===== src/rtl/vec_issue_if.sv =====
// Handshake and datapath bundle between the scalar processor side and vec_issue_ctrl.
interface vec_issue_if #(
  parameter int unsigned XLEN = 32
);
  logic            inst_valid;
  logic            inst_ready;
  logic [XLEN-1:0] instruction;
  logic [XLEN-1:0] rs1_data;
  logic [XLEN-1:0] rs2_data;
  logic            is_vec;
  logic            csr_done;
  logic            is_loaded;
  logic [XLEN-1:0] inst_held;
  logic [XLEN-1:0] rs1_held;
  logic [XLEN-1:0] rs2_held;
  logic            dp_start;
  logic            vec_pro_ack;
  logic            illegal;
  logic            timeout_err;
  logic            busy;

  modport master (
    output inst_valid, instruction, rs1_data, rs2_data, is_vec, csr_done, is_loaded,
    input  inst_ready, inst_held, rs1_held, rs2_held, dp_start, vec_pro_ack, illegal,
           timeout_err, busy
  );

  modport slave (
    input  inst_valid, instruction, rs1_data, rs2_data, is_vec, csr_done, is_loaded,
    output inst_ready, inst_held, rs1_held, rs2_held, dp_start, vec_pro_ack, illegal,
           timeout_err, busy
  );
endinterface


===== src/rtl/vec_issue_ctrl.sv =====
// Vector instruction issue controller: IDLE -> DECODE -> EXEC -> RESP, one op in flight.
// Optional EXEC watchdog enabled by defining VEC_ISSUE_TIMEOUT_EN.
module vec_issue_ctrl #(
  parameter int unsigned XLEN    = 32,
  parameter int unsigned TIMEOUT = 255
) (
  input logic        clk,
  input logic        reset,
  vec_issue_if.slave bus
);

  localparam logic [1:0] StIdle   = 2'd0;
  localparam logic [1:0] StDecode = 2'd1;
  localparam logic [1:0] StExec   = 2'd2;
  localparam logic [1:0] StResp   = 2'd3;

  logic [1:0]      state_q, state_d;
  logic [XLEN-1:0] inst_q, rs1_q, rs2_q;
  logic            illegal_q, illegal_d;
  logic            dp_start_q, dp_start_d;
  logic            handshake;
  logic            done;
  logic            timeout_hit;

  assign handshake = bus.inst_valid && (state_q == StIdle);
  assign done      = bus.csr_done || bus.is_loaded;

  always_comb begin
    state_d    = state_q;
    illegal_d  = 1'b0;
    dp_start_d = 1'b0;
    case (state_q)
      StIdle: begin
        if (bus.inst_valid) state_d = StDecode;
      end
      StDecode: begin
        if (bus.is_vec) begin
          state_d    = StExec;
          dp_start_d = 1'b1;
        end else begin
          state_d   = StIdle;
          illegal_d = 1'b1;
        end
      end
      StExec: begin
        // A completion in the final watchdog cycle takes priority over the abort.
        if (done) begin
          state_d = StResp;
        end else if (timeout_hit) begin
          state_d = StIdle;
        end
      end
      StResp: state_d = StIdle;
      default: state_d = StIdle;
    endcase
  end

  always_ff @(posedge clk) begin
    if (reset) begin
      state_q    <= StIdle;
      inst_q     <= '0;
      rs1_q      <= '0;
      rs2_q      <= '0;
      illegal_q  <= 1'b0;
      dp_start_q <= 1'b0;
    end else begin
      state_q    <= state_d;
      illegal_q  <= illegal_d;
      dp_start_q <= dp_start_d;
      if (handshake) begin
        inst_q <= bus.instruction;
        rs1_q  <= bus.rs1_data;
        rs2_q  <= bus.rs2_data;
      end
    end
  end

`ifdef VEC_ISSUE_TIMEOUT_EN
  localparam int unsigned CntW = $clog2(TIMEOUT);

  logic [CntW-1:0] cnt_q;
  logic            timeout_q;

  // cnt_q holds the number of EXEC cycles already spent before the current one.
  assign timeout_hit = (cnt_q == CntW'(TIMEOUT - 1));

  always_ff @(posedge clk) begin
    if (reset) begin
      cnt_q     <= '0;
      timeout_q <= 1'b0;
    end else begin
      timeout_q <= (state_q == StExec) && !done && timeout_hit;
      if (state_q == StDecode) begin
        cnt_q <= '0;
      end else if (state_q == StExec) begin
        cnt_q <= cnt_q + CntW'(1);
      end
    end
  end

  assign bus.timeout_err = timeout_q;
`else
  assign timeout_hit     = 1'b0;
  assign bus.timeout_err = 1'b0;
`endif

  assign bus.inst_ready  = (state_q == StIdle);
  assign bus.busy        = (state_q != StIdle);
  assign bus.vec_pro_ack = (state_q == StResp);
  assign bus.dp_start    = dp_start_q;
  assign bus.illegal     = illegal_q;
  assign bus.inst_held   = inst_q;
  assign bus.rs1_held    = rs1_q;
  assign bus.rs2_held    = rs2_q;

endmodule


===== src/flat_wrapper.sv =====
// flat-port wrapper written by rule: the top's interface ports become plain ports
module vec_issue_ctrl_flat 
#(
  parameter int unsigned XLEN    = 32,
  parameter int unsigned TIMEOUT = 255
)
  (clk, reset, bus_inst_valid, bus_instruction, bus_rs1_data, bus_rs2_data, bus_is_vec, bus_csr_done, bus_is_loaded, bus_inst_ready, bus_inst_held, bus_rs1_held, bus_rs2_held, bus_dp_start, bus_vec_pro_ack, bus_illegal, bus_timeout_err, bus_busy);
  vec_issue_if #(.XLEN(XLEN)) bus_i ();
  input logic clk;
  input logic reset;
  input wire logic [$bits(bus_i.inst_valid)-1:0] bus_inst_valid;
  input wire logic [$bits(bus_i.instruction)-1:0] bus_instruction;
  input wire logic [$bits(bus_i.rs1_data)-1:0] bus_rs1_data;
  input wire logic [$bits(bus_i.rs2_data)-1:0] bus_rs2_data;
  input wire logic [$bits(bus_i.is_vec)-1:0] bus_is_vec;
  input wire logic [$bits(bus_i.csr_done)-1:0] bus_csr_done;
  input wire logic [$bits(bus_i.is_loaded)-1:0] bus_is_loaded;
  output wire logic [$bits(bus_i.inst_ready)-1:0] bus_inst_ready;
  output wire logic [$bits(bus_i.inst_held)-1:0] bus_inst_held;
  output wire logic [$bits(bus_i.rs1_held)-1:0] bus_rs1_held;
  output wire logic [$bits(bus_i.rs2_held)-1:0] bus_rs2_held;
  output wire logic [$bits(bus_i.dp_start)-1:0] bus_dp_start;
  output wire logic [$bits(bus_i.vec_pro_ack)-1:0] bus_vec_pro_ack;
  output wire logic [$bits(bus_i.illegal)-1:0] bus_illegal;
  output wire logic [$bits(bus_i.timeout_err)-1:0] bus_timeout_err;
  output wire logic [$bits(bus_i.busy)-1:0] bus_busy;
  assign bus_i.inst_valid = bus_inst_valid;
  assign bus_i.instruction = bus_instruction;
  assign bus_i.rs1_data = bus_rs1_data;
  assign bus_i.rs2_data = bus_rs2_data;
  assign bus_i.is_vec = bus_is_vec;
  assign bus_i.csr_done = bus_csr_done;
  assign bus_i.is_loaded = bus_is_loaded;
  assign bus_inst_ready = bus_i.inst_ready;
  assign bus_inst_held = bus_i.inst_held;
  assign bus_rs1_held = bus_i.rs1_held;
  assign bus_rs2_held = bus_i.rs2_held;
  assign bus_dp_start = bus_i.dp_start;
  assign bus_vec_pro_ack = bus_i.vec_pro_ack;
  assign bus_illegal = bus_i.illegal;
  assign bus_timeout_err = bus_i.timeout_err;
  assign bus_busy = bus_i.busy;
  vec_issue_ctrl #(.XLEN(XLEN), .TIMEOUT(TIMEOUT)) u_core (.clk(clk), .reset(reset), .bus(bus_i));
endmodule

===== config.mk =====
export PLATFORM = sky130hd
export DESIGN_NAME = vec_issue_ctrl_flat
export DESIGN_NICKNAME = d
export VERILOG_FILES = /design/src/rtl/vec_issue_if.sv /design/src/rtl/vec_issue_ctrl.sv /design/src/flat_wrapper.sv
export SDC_FILE = /design/constraint.sdc
export NUM_CORES = 1
export LEC_CHECK = 0
export ABC_AREA = 1
export CAP_MARGIN = 10
export CORE_UTILIZATION = 30
export CTS_CLUSTER_DIAMETER = 60
export DETAILED_ROUTE_END_ITERATION = 6
export GPL_TIMING_DRIVEN = 1
export PLACE_DENSITY = 0.65
export SLEW_MARGIN = 20
export SYNTH_ARGS = -nofsm -noshare
export SYNTH_HDL_FRONTEND = slang
export SYNTH_SLANG_ARGS = --single-unit

===== constraint.sdc =====
create_clock -name clk -period 2.82 [get_ports clk]
set_clock_uncertainty 0.05 [all_clocks]
set_input_delay 0.564 -clock clk [delete_from_list [all_inputs] [get_ports clk]]
set_output_delay 0.564 -clock clk [all_outputs]
set_load 0.01 [all_outputs]

==> results.md <==
STA:
- The accumulated negative setup slack is 0 ns.
- Derived from the worst setup path, the maximum achievable clock frequency is 0.468 GHz.
- The total count of hold-check failures in the final report is 0.
- The final cycle utilization of the critical path is 75.8%.
- The minimum clock period is 2.14 ns.
- The number of setup violations in the final report is 0.
- Setup repair after global routing left no endpoint under its margin.
- After layout, the worst setup slack is 0.682 ns.
- At the pin with the least slew margin, the transition time is 0.853 ns.
- The max-slew violation count is 0.
- The worst slew margin relative to its limit is 43.1%.

Power:
- The power per unit of standard cell area is 555 mW/mm2.
- The leakage power of the design is 3.16 nW.
- VDD sags by at most 0.000273 V.

Synth:
- After synthesis the cells add up to 0.00440 mm2.
- For this run, the register share of the synthesized area comes to 45.5%.
- The net count after synthesis is 753.
- Synthesis produced a netlist whose cell count is 651.
- The count of yosys warnings during synthesis is 0.
- The synthesized design devotes to its leading area cell type 45.5% of total area.
- Averaged over all synthesized cells, the footprint is 6.76 um2.
- The leading area contributor after synthesis is dfxtp_1.
- The post-synthesis sequential element count is 100.
- Sorting the synthesized cells by area gives the leading types as dfxtp_1 (46%), a21oi_1 (11%), nand3_1 (11%).
- The count of different cell masters after synthesis is 15.

Placement:
- The congestion estimate from routability-driven global placement came to 0.710.
- Detailed placement ended at an HPWL of 7710 um.
- Timing analysis after detailed placement gives a worst setup slack of 0.767 ns.
- The number of port buffers is 202.

Drt:
- The post-detailed-route DRC marker count is 0.
- The detailed-routing iteration count for the pre-antenna-repair pass is 4.
- The detailed-route via count is 4332.
- The detail-routed net length per standard cell is 11.8 um.
- The final wirelength is 11800 um.
- Dividing the detail-routed via count by the number of cells gives 4.31.
- The number of violations reported at the end of detailed-routing iteration 0 is 191.
- The post-route antenna net violation count is 0.

Critical path:
- The endpoint identified for the worst register-to-register timing path is u_core.bus.rs2_held[14].
- The critical path's slowest cell is clkdlybuf4s50_1.
- The worst reg-to-reg setup slack is 1.09 ns.
- The number of cells on the worst reg-to-reg path is 5.
- STA puts the critical path data arrival time at 1.52 ns.
- The critical path goes through nand2_1, inv_1, clkdlybuf4s50_1.
- The maximum fanout count along the critical path is 5.
- For the worst setup path, the data required time is 2.21 ns.
- The sort of element at the start of the critical path is a register.
- The largest single stage delay on the critical path is 0.55 ns.
- The type of destination of the critical path is a primary output.
- The critical path start-end classification is reg -> out.
- The worst register-to-register path begins at u_core.state_q[0].

Die:
- In this run the count of I/O pins placed on the die edge is 204.
- The initialized floorplan defines 43 standard-cell rows.
- In this run the horizontal extent of the chip is 123 um.
- The die is 123 um tall.
- The effective utilization at floorplan is 31.2%.
- The floorplan step defined a die boundary enclosing 0.0151 mm2.
- The area of the core is 0.0141 mm2.

Run status:
- The flow ran to the end, and the final reports show no timing, DRC or antenna violations.

Final layout:
- The number of nets in the layout is 921.
- The leading cell type in the layout, fill and taps excluded is clkdlybuf4s50_1.
- The fraction of final layout cells with drive strength greater than 1 is 3.16%.
- The number of diodes is 0.
- The top cell types in the final layout, fill and taps aside, are clkdlybuf4s50_1 (201), nor2_1 (101), inv_1 (100), dfxtp_1 (100), nand2_1 (98).
- The layout overhead on the synthesized area is 54.6%.

Global route:
- The first-pass GRT wire length is 18100 um.
- In the global route stage, met1 resource usage came out at 18.7%.
- The via count of the first global-routing pass came to 3696.
- The total overflow left after global routing is 0.
- For met2 alone, demand over resource in global routing was 23.6%.
- The most crowded layer after global routing is met2.
- Global routing used 15.1% of the available tracks across all layers.
- For met3 alone, demand over resource in global routing was 5.81%.
- The initial antenna violation count is 0.
- Entering global routing, the biggest net connects 193 pins.

Clock tree:
- The maximum root-to-sink buffer count is 2.
- The source-to-sink clock delay at the later pin of the worst-skew pair is 0.34 ns.
- The quantity of hold-fixing buffers added after cts is 0.
- The post-cts repair resize count is 0.
- The H-tree depth reported by CTS is 3.
- The tree built by TritonCTS fans out to 100 sinks.
- Clock tree synthesis inserted a total of 9 buffers.
- TritonCTS built the clock tree.
- Clock-pin slew was measured on the worst setup and hold paths at 0.07 ns.
- Buffers added to address setup during post-CTS repair amount to 0.
- The buffer type at the clock tree root is clkbuf_16.

Worst hold path:
- The count of cells along the worst hold path is 2.
- The startpoint identified for the worst hold timing path is u_core.bus.rs2_held[14].
- The class of the worst hold path is reg -> reg.
- The worst hold path endpoint is u_core.bus.rs2_held[14].

Flow run:
- Max-cap violations in this run came to 0.
-- synthesized netlist by cell type, drive strengths merged --
cell / count
nand2: 98
nor2: 102
o21ai: 2
buf: 49
inv: 101
clkbuf: 4
dfxtp: 100
conb: 1
nand3: 97
a21oi: 97
-- report_power, final --
part | internal [mW] | total (mW) | switching, mW | leakage [nW]
Clock | 0.734 | 1.26 | 0.528 | 0.149
Combinational | 0.487 | 0.905 | 0.418 | 2.18
Sequential | 1.54 | 1.61 | 0.0658 | 0.829
Total | 2.76 | 3.78 | 1.01 | 3.16
-- through the flow --
step                      instance area, um2  std cells  hold WS [ns]  util (%)  power, mW
after floorplan                         4400        651         0.469         -       2.09
after global placement                  6490        988         0.408      46.1       2.55
after detailed placement                6490        988         0.417      46.1       2.55
after CTS                               6800       1004         0.435      48.2       3.83
after global routing                    6800       1004         0.454      48.2       3.98
final                                   6800       1004         0.428      48.2       3.78
-- kinds of logic (layout without fill, tap and decap cells) --
family	Yosys count	in the layout	synth area share [%]
AOI/OAI and AO/OA	99	99	11.3
and+or+nand+nor	297	297	28.3
DFF	100	100	45.5
other	1	1	0.0853
buffers and inverters	154	327	14.9
-- worst max-delay path: cells and delay by family (launching register included) --
family / cells / cell delay [ns]
flops: 1 / 0.47
buf+inv: 2 / 0.61
simple gates: 1 / 0.10
-- area by class of cell --
| type | count | area [um2] |
|---|---|---|
| Clock buffer | 12 | 256 |
| Clock inverter | 4 | 47.5 |
| Fill cell | 1466 | 7300 |
| Inverter | 101 | 379 |
| Multi-Input combinational cell | 397 | 1740 |
| Sequential cell | 100 | 2000 |
| Tap cell | 180 | 225 |
| Timing Repair Buffer | 210 | 2150 |
-- worst max-delay path by stage --
| stage | start | end |
|---|---|---|
| after floorplan | register | bus_busy |
| after global placement | reset | register |
| after detailed placement | reset | register |
| after CTS | u_core.state_q[0] | bus_vec_pro_ack |
| after global routing | u_core.state_q[0] | bus_vec_pro_ack |
| final | u_core.state_q[0] | bus_vec_pro_ack |
-- state kept, by name, indices dropped and copies added, names as in the netlist, named ones only --
signal / flops
u_core.bus.inst_held: 32
u_core.bus.rs1_held: 32
u_core.bus.rs2_held: 32
u_core.bus.dp_start: 1
u_core.bus.illegal: 1
u_core.state_q: 1
-- per-layer routing --
| metal | vias up | part of all wire (%) |
|---|---|---|
| met3 | 11 | 9.8 |
| met5 | - | 0 |
| met2 | 122 | 44 |
| li1 | 2348 | - |
| met1 | 1851 | 45 |
| met4 | 0 | 1.4 |
Power figures use the tool's default switching activity.
